**src/rtl/load_store_unit.sv**
```systemverilog
// Load/store stage: turns one core memory op into a req/gnt/rvalid transaction with
// byte enables, lane-replicated store data, extended load data and error flags.
module load_store_unit #(
    parameter int unsigned ADDRESS_BITS   = 16,
    parameter int unsigned TIMEOUT_CYCLES = 255
) (
    input  logic                    clock,
    input  logic                    reset,
    input  logic                    req_valid,
    output logic                    req_ready,
    input  logic                    req_wen,
    input  logic [1:0]              req_size,
    input  logic                    req_unsigned,
    input  logic [ADDRESS_BITS-1:0] req_addr,
    input  logic [31:0]             req_wdata,
    output logic                    resp_valid,
    output logic [31:0]             resp_rdata,
    output logic                    resp_misalign,
    output logic                    resp_timeout,
    output logic                    stall,
    output logic                    mem_req,
    input  logic                    mem_gnt,
    output logic                    mem_we,
    output logic [3:0]              mem_be,
    output logic [ADDRESS_BITS-1:0] mem_addr,
    output logic [31:0]             mem_wdata,
    input  logic                    mem_rvalid,
    input  logic [31:0]             mem_rdata
);

    localparam logic [1:0] ST_IDLE = 2'd0;
    localparam logic [1:0] ST_REQ  = 2'd1;
    localparam logic [1:0] ST_WAIT = 2'd2;
    localparam logic [1:0] ST_RESP = 2'd3;

    localparam logic [7:0] COUNT_LAST = 8'(TIMEOUT_CYCLES - 1);

    logic [1:0]              state_q;
    logic                    wen_q;
    logic [1:0]              size_q;
    logic                    unsigned_q;
    logic [ADDRESS_BITS-1:0] addr_q;
    logic [31:0]             wdata_q;
    logic [31:0]             rdata_q;
    logic                    misalign_q;
    logic                    timeout_q;
    logic [7:0]              count_q;

    logic                    misalign_in;
    logic [3:0]              be_lane;
    logic [31:0]             wdata_lane;
    logic [31:0]             rdata_shift;
    logic [31:0]             load_ext;
    logic                    in_req;
    logic                    in_resp;

    always_comb begin
        misalign_in = 1'b0;
        case (req_size)
            2'b01:   misalign_in = req_addr[0];
            2'b10:   misalign_in = (req_addr[1:0] != 2'b00);
            2'b11:   misalign_in = 1'b1;
            default: misalign_in = 1'b0;
        endcase
    end

    always_comb begin
        be_lane     = 4'b1111;
        wdata_lane  = wdata_q;
        rdata_shift = mem_rdata >> {addr_q[1:0], 3'b000};
        load_ext    = rdata_shift;
        case (size_q)
            2'b00: begin
                be_lane    = 4'b0001 << addr_q[1:0];
                wdata_lane = {4{wdata_q[7:0]}};
                load_ext   = unsigned_q ? {24'h0, rdata_shift[7:0]}
                                        : {{24{rdata_shift[7]}}, rdata_shift[7:0]};
            end
            2'b01: begin
                be_lane    = 4'b0011 << addr_q[1:0];
                wdata_lane = {2{wdata_q[15:0]}};
                load_ext   = unsigned_q ? {16'h0, rdata_shift[15:0]}
                                        : {{16{rdata_shift[15]}}, rdata_shift[15:0]};
            end
            default: begin
                be_lane    = 4'b1111;
                wdata_lane = wdata_q;
                load_ext   = rdata_shift;
            end
        endcase
    end

    always_ff @(posedge clock or negedge reset) begin
        if (!reset) begin
            state_q    <= ST_IDLE;
            wen_q      <= 1'b0;
            size_q     <= 2'b00;
            unsigned_q <= 1'b0;
            addr_q     <= '0;
            wdata_q    <= '0;
            rdata_q    <= '0;
            misalign_q <= 1'b0;
            timeout_q  <= 1'b0;
            count_q    <= '0;
        end else begin
            case (state_q)
                ST_IDLE: begin
                    if (req_valid) begin
                        wen_q      <= req_wen;
                        size_q     <= req_size;
                        unsigned_q <= req_unsigned;
                        addr_q     <= req_addr;
                        wdata_q    <= req_wdata;
                        rdata_q    <= '0;
                        misalign_q <= misalign_in;
                        timeout_q  <= 1'b0;
                        count_q    <= '0;
                        state_q    <= misalign_in ? ST_RESP : ST_REQ;
                    end
                end
                ST_REQ: begin
                    if (mem_gnt) begin
                        count_q <= '0;
                        state_q <= wen_q ? ST_RESP : ST_WAIT;
                    end
                end
                ST_WAIT: begin
                    // rvalid takes priority over a timeout landing in the same cycle
                    if (mem_rvalid) begin
                        rdata_q <= load_ext;
                        state_q <= ST_RESP;
                    end else if (count_q == COUNT_LAST) begin
                        timeout_q <= 1'b1;
                        state_q   <= ST_RESP;
                    end else begin
                        count_q <= count_q + 8'd1;
                    end
                end
                ST_RESP: state_q <= ST_IDLE;
                default: state_q <= ST_IDLE;
            endcase
        end
    end

    assign in_req  = (state_q == ST_REQ);
    assign in_resp = (state_q == ST_RESP);

    assign req_ready     = (state_q == ST_IDLE);
    assign stall         = (state_q != ST_IDLE);
    assign mem_req       = in_req;
    assign mem_we        = in_req & wen_q;
    assign mem_be        = in_req ? be_lane : 4'b0000;
    assign mem_addr      = in_req ? {addr_q[ADDRESS_BITS-1:2], 2'b00} : '0;
    assign mem_wdata     = in_req ? wdata_lane : '0;
    assign resp_valid    = in_resp;
    assign resp_rdata    = in_resp ? rdata_q : '0;
    assign resp_misalign = in_resp & misalign_q;
    assign resp_timeout  = in_resp & timeout_q;

endmodule

```
**config.mk**
```make
export PLATFORM = sky130hd
export DESIGN_NAME = load_store_unit
export DESIGN_NICKNAME = d
export VERILOG_FILES = /design/src/rtl/load_store_unit.sv
export SDC_FILE = /design/constraint.sdc
export NUM_CORES = 1
export LEC_CHECK = 0
export CAP_MARGIN = 20
export CORE_UTILIZATION = 42
export CTS_BUF_LIST = sky130_fd_sc_hd__clkbuf_2
export CTS_CLUSTER_DIAMETER = 50
export CTS_CLUSTER_SIZE = 10
export DETAILED_ROUTE_END_ITERATION = 8
export GPL_ROUTABILITY_DRIVEN = 1
export PLACE_DENSITY = 0.74
export SLEW_MARGIN = 20
export SYNTH_ARGS = -nofsm -noshare
export SYNTH_HDL_FRONTEND = slang
export SYNTH_SLANG_ARGS = --single-unit
```
**constraint.sdc**
```tcl
create_clock -name clock -period 2.81 [get_ports clock]
set_clock_uncertainty 0.1 [all_clocks]
set_input_delay 0.4215 -clock clock [delete_from_list [all_inputs] [get_ports clock]]
set_output_delay 0.4215 -clock clock [all_outputs]
set_load 0.02 [all_outputs]
```
==> results of run 1 <==
final cells by class:
class,instances,area (um^2)
clock buffer,13,65.1
clock inverter,2,8.76
inverter,6,22.5
antenna,1,2.50
fill,1119,5140
tap,172,215
timing repair buffer,198,1930
sequential,96,2410
multi-input combinational,365,2840
through the flow:
| stage | TNS, ns | cell area [um^2] | hold slack, ns | worst slack, ns | total power (uW) |
|---|---|---|---|---|---|
| 2_1_floorplan | 0 | 5450 | 0.0259 | 0.619 | 5230 |
| 3_3_place_gp | 0 | 7390 | 0.368 | 0.422 | 6820 |
| 3_5_place_dp | 0 | 7390 | 0.377 | 0.355 | 6920 |
| 4_1_cts | -0.0191 | 7490 | 0.275 | -0.0191 | 7420 |
| 5_1_grt | 0 | 7480 | 0.261 | 0.00867 | 7830 |
| 6_report | 0 | 7480 | 0.307 | 0.138 | 7300 |
logic make-up (layout without fill, tap and decap cells):
group                    after synthesis  after routing  synth area share
adder cells (fa/ha/maj)                7              7            0.0161
buffers and inverters                 44            219            0.0416
AND/OR/NAND/NOR                      160            160             0.173
flip-flops                            96             96             0.441
other                                  1              3          0.000689
multiplexers                          99             99             0.198
AO/OA/AOI/OAI                         97             97             0.130
cell usage in the layout (no fill, tap or decap), types with 10 or more instances in the layout:
master and n:
o2bb2ai_1 16, clkbuf_2 35, buf_4 17, mux2i_1 37, nand2_1 30, o21ai_0 20
nor2_1 17, a221o_2 10, clkdlybuf4s50_1 90, dlymetal6s2s_1 31, and2_1 65, mux2_2 61
dfrtp_1 93, a21oi_1 21, dlygate4sd2_1 26
registers in the layout (all words and copies together) (netlist names):
register	cells
rdata_q	32
wdata_q	32
addr_q	16
count_q	8
size_q	2
state_q	2
misalign_q	1
timeout_q	1
unsigned_q	1
wen_q	1
metal layers:
metal  vias to the layer above  track usage
li1                       2130            -
met1                      2200        0.297
met2                       186        0.388
met3                        19       0.0706
met4                         0       0.0915
met5                         -            0
critical path: stages (launching register included):
cell             delay [ns]
dfrtp_1                0.47
inv_1                  0.17
ha_1                   0.30
clkdlybuf4s50_1        0.65
cells in the mapped netlist, types with 2 or more instances:
| library cell | count |
|---|---|
| mux2i_1 | 37 |
| mux2_2 | 61 |
| and2_1 | 65 |
| nor2_1 | 17 |
| clkbuf_1 | 21 |
| a221o_2 | 10 |
| nor4b_4 | 2 |
| ha_1 | 7 |
| buf_6 | 5 |
| or2_2 | 2 |
| o21a_1 | 4 |
| nand3_1 | 5 |
| dfrtp_1 | 96 |
| o31ai_1 | 2 |
| buf_4 | 4 |
| and3_1 | 2 |
| a21boi_0 | 8 |
| a21oi_1 | 21 |
| nand2_1 | 31 |
| a221o_1 | 6 |
| inv_1 | 6 |
| or3_1 | 2 |
| nand3b_1 | 8 |
| buf_2 | 7 |
| o21ai_0 | 20 |
| nor3_1 | 4 |
| nand4_1 | 4 |
| nor2b_1 | 9 |
| nand2b_1 | 4 |
| o2bb2ai_1 | 16 |
| o211ai_1 | 2 |
final timing paths:
kind                                     from           to  slack (ns)
worst min-delay path                    reset  rdata_q[31]        0.31
worst min register to register     count_q[4]   count_q[4]        0.42
min in group clock              req_wdata[21]  wdata_q[21]        0.32
worst max register to register     state_q[1]   rdata_q[2]        0.49
worst max-delay path               state_q[1]    req_ready        0.14
max in group asynchronous               reset   count_q[1]        1.59
repair_timing:
action | CTS | global route
hold buffers | 1 | 0
setup buffers | 1 | 0
resized for setup | 89 | 60
hold endpoints to repair | 54 | 0
gates cloned | 1 | 0
endpoints found under the setup margin | 86 | 67
where the power goes:
part	switching [uW]	internal [uW]	total [uW]
logic	2200	2060	4260
registers	509	1960	2460
clock network	457	123	580
==> results_dict.tcl, run 1 <==
set metrics [dict create \
    dieWidth_um 116 \
    ys_seq_area_frac 0.441 \
    routabilityCongestion 0.857 \
    min_path_type "in -> async" \
    timing.slew.headroom 0.504 \
    grt_overflow 0 \
    antenna_found_initial 1 \
    drv_slew 0 \
    max-vdd-ir-drop_uv 519 \
    wl_met3_um 1380 \
    synth_top_cell_area_share 0.441 \
    drcViolationCount 0 \
    clock-root-buffer "clkbuf_2" \
    die_y_um 116 \
    io_buffers 177 \
    drtIter0Drc 217 \
    synthCells 504 \
    arrival_ns 2.15 \
    wl_met2_um 7190 \
    finalHoldViolCount 0 \
    synth_top_cell_by_area "dfrtp_1" \
    fin_util 0.593 \
    crit_fanout 5 \
    detail_route.wirelength_um 15300 \
    grt_pass1_vias 4619 \
    worstSetupPathType "reg -> out" \
    clock_path_buffers 2 \
    synthesis.area_mm2 0.00545 \
    insertion_delay_ns 0.59 \
    ys_warn_count 0 \
    routed_via_density 5.32 \
    grt_max_degree 56 \
    reg2regPathDepth 7 \
    grt_util_all_layers 0.238 \
    clk_pin_slew_ns 0.24 \
    leakage_uw 0.00384 \
    coreArea_mm2 0.0126 \
    cts_tree "built" \
    worstMarginPinSlew_ns 0.744 \
    drt-met1-wl_um 6440 \
    syn_avg_cell_area_um2 10.8 \
    min_period_ns 2.67 \
    fmax_mhz 374 \
    power.density_mw_per_mm2 976 \
    cts-buffers-inserted 9 \
    h-tree-depth 3 \
    dpl.hpwl_um 11000 \
    critPathRequiredTime_ns 2.29 \
    clock_sinks 96 \
    status "finished, final reports clean" \
    io_pins 180 \
    ys_seq_elements 96 \
    grt_pass1_wl_um 24100 \
    endpoint_kind "output pin" \
    synth.area.top_cells "dfrtp_1 44%, mux2_2 13%, and2_1 7.5%" \
    first_pass_iters 4 \
    synth-main-ff-cell "dfrtp_1" \
    drive_above_1_share 0.215 \
    synthArstFlopShare 1.00 \
    drv_cap 0 \
    die_area_mm2 0.0134 \
    synth-edff-count 0 \
    start_util 0.432 \
    ant_nets 0 \
    period_share 0.951 \
    setup_viol 0 \
    critPathLaunchType "flip-flop" \
    nets 772 \
    dr.max_layer_used "met4" \
    wire_per_inst_um 17.9 \
    vias 4535 \
    num_rows 41 \
    final_cell_count_no_fill 853 \
    synthDistinctLibCells 47 \
    rsz0062_at_grt "no" \
    dp_cells 834 \
    syn_to_final_growth_pct 37.4 \
]
(Power assumes the default switching activity.)
==> run 2, diff against run 1 <==
CTS_CLUSTER_DIAMETER = 200   (was 50)
==> results of run 2 <==
Same layout as run 1: the final DEF is identical, and so are final timing and power.
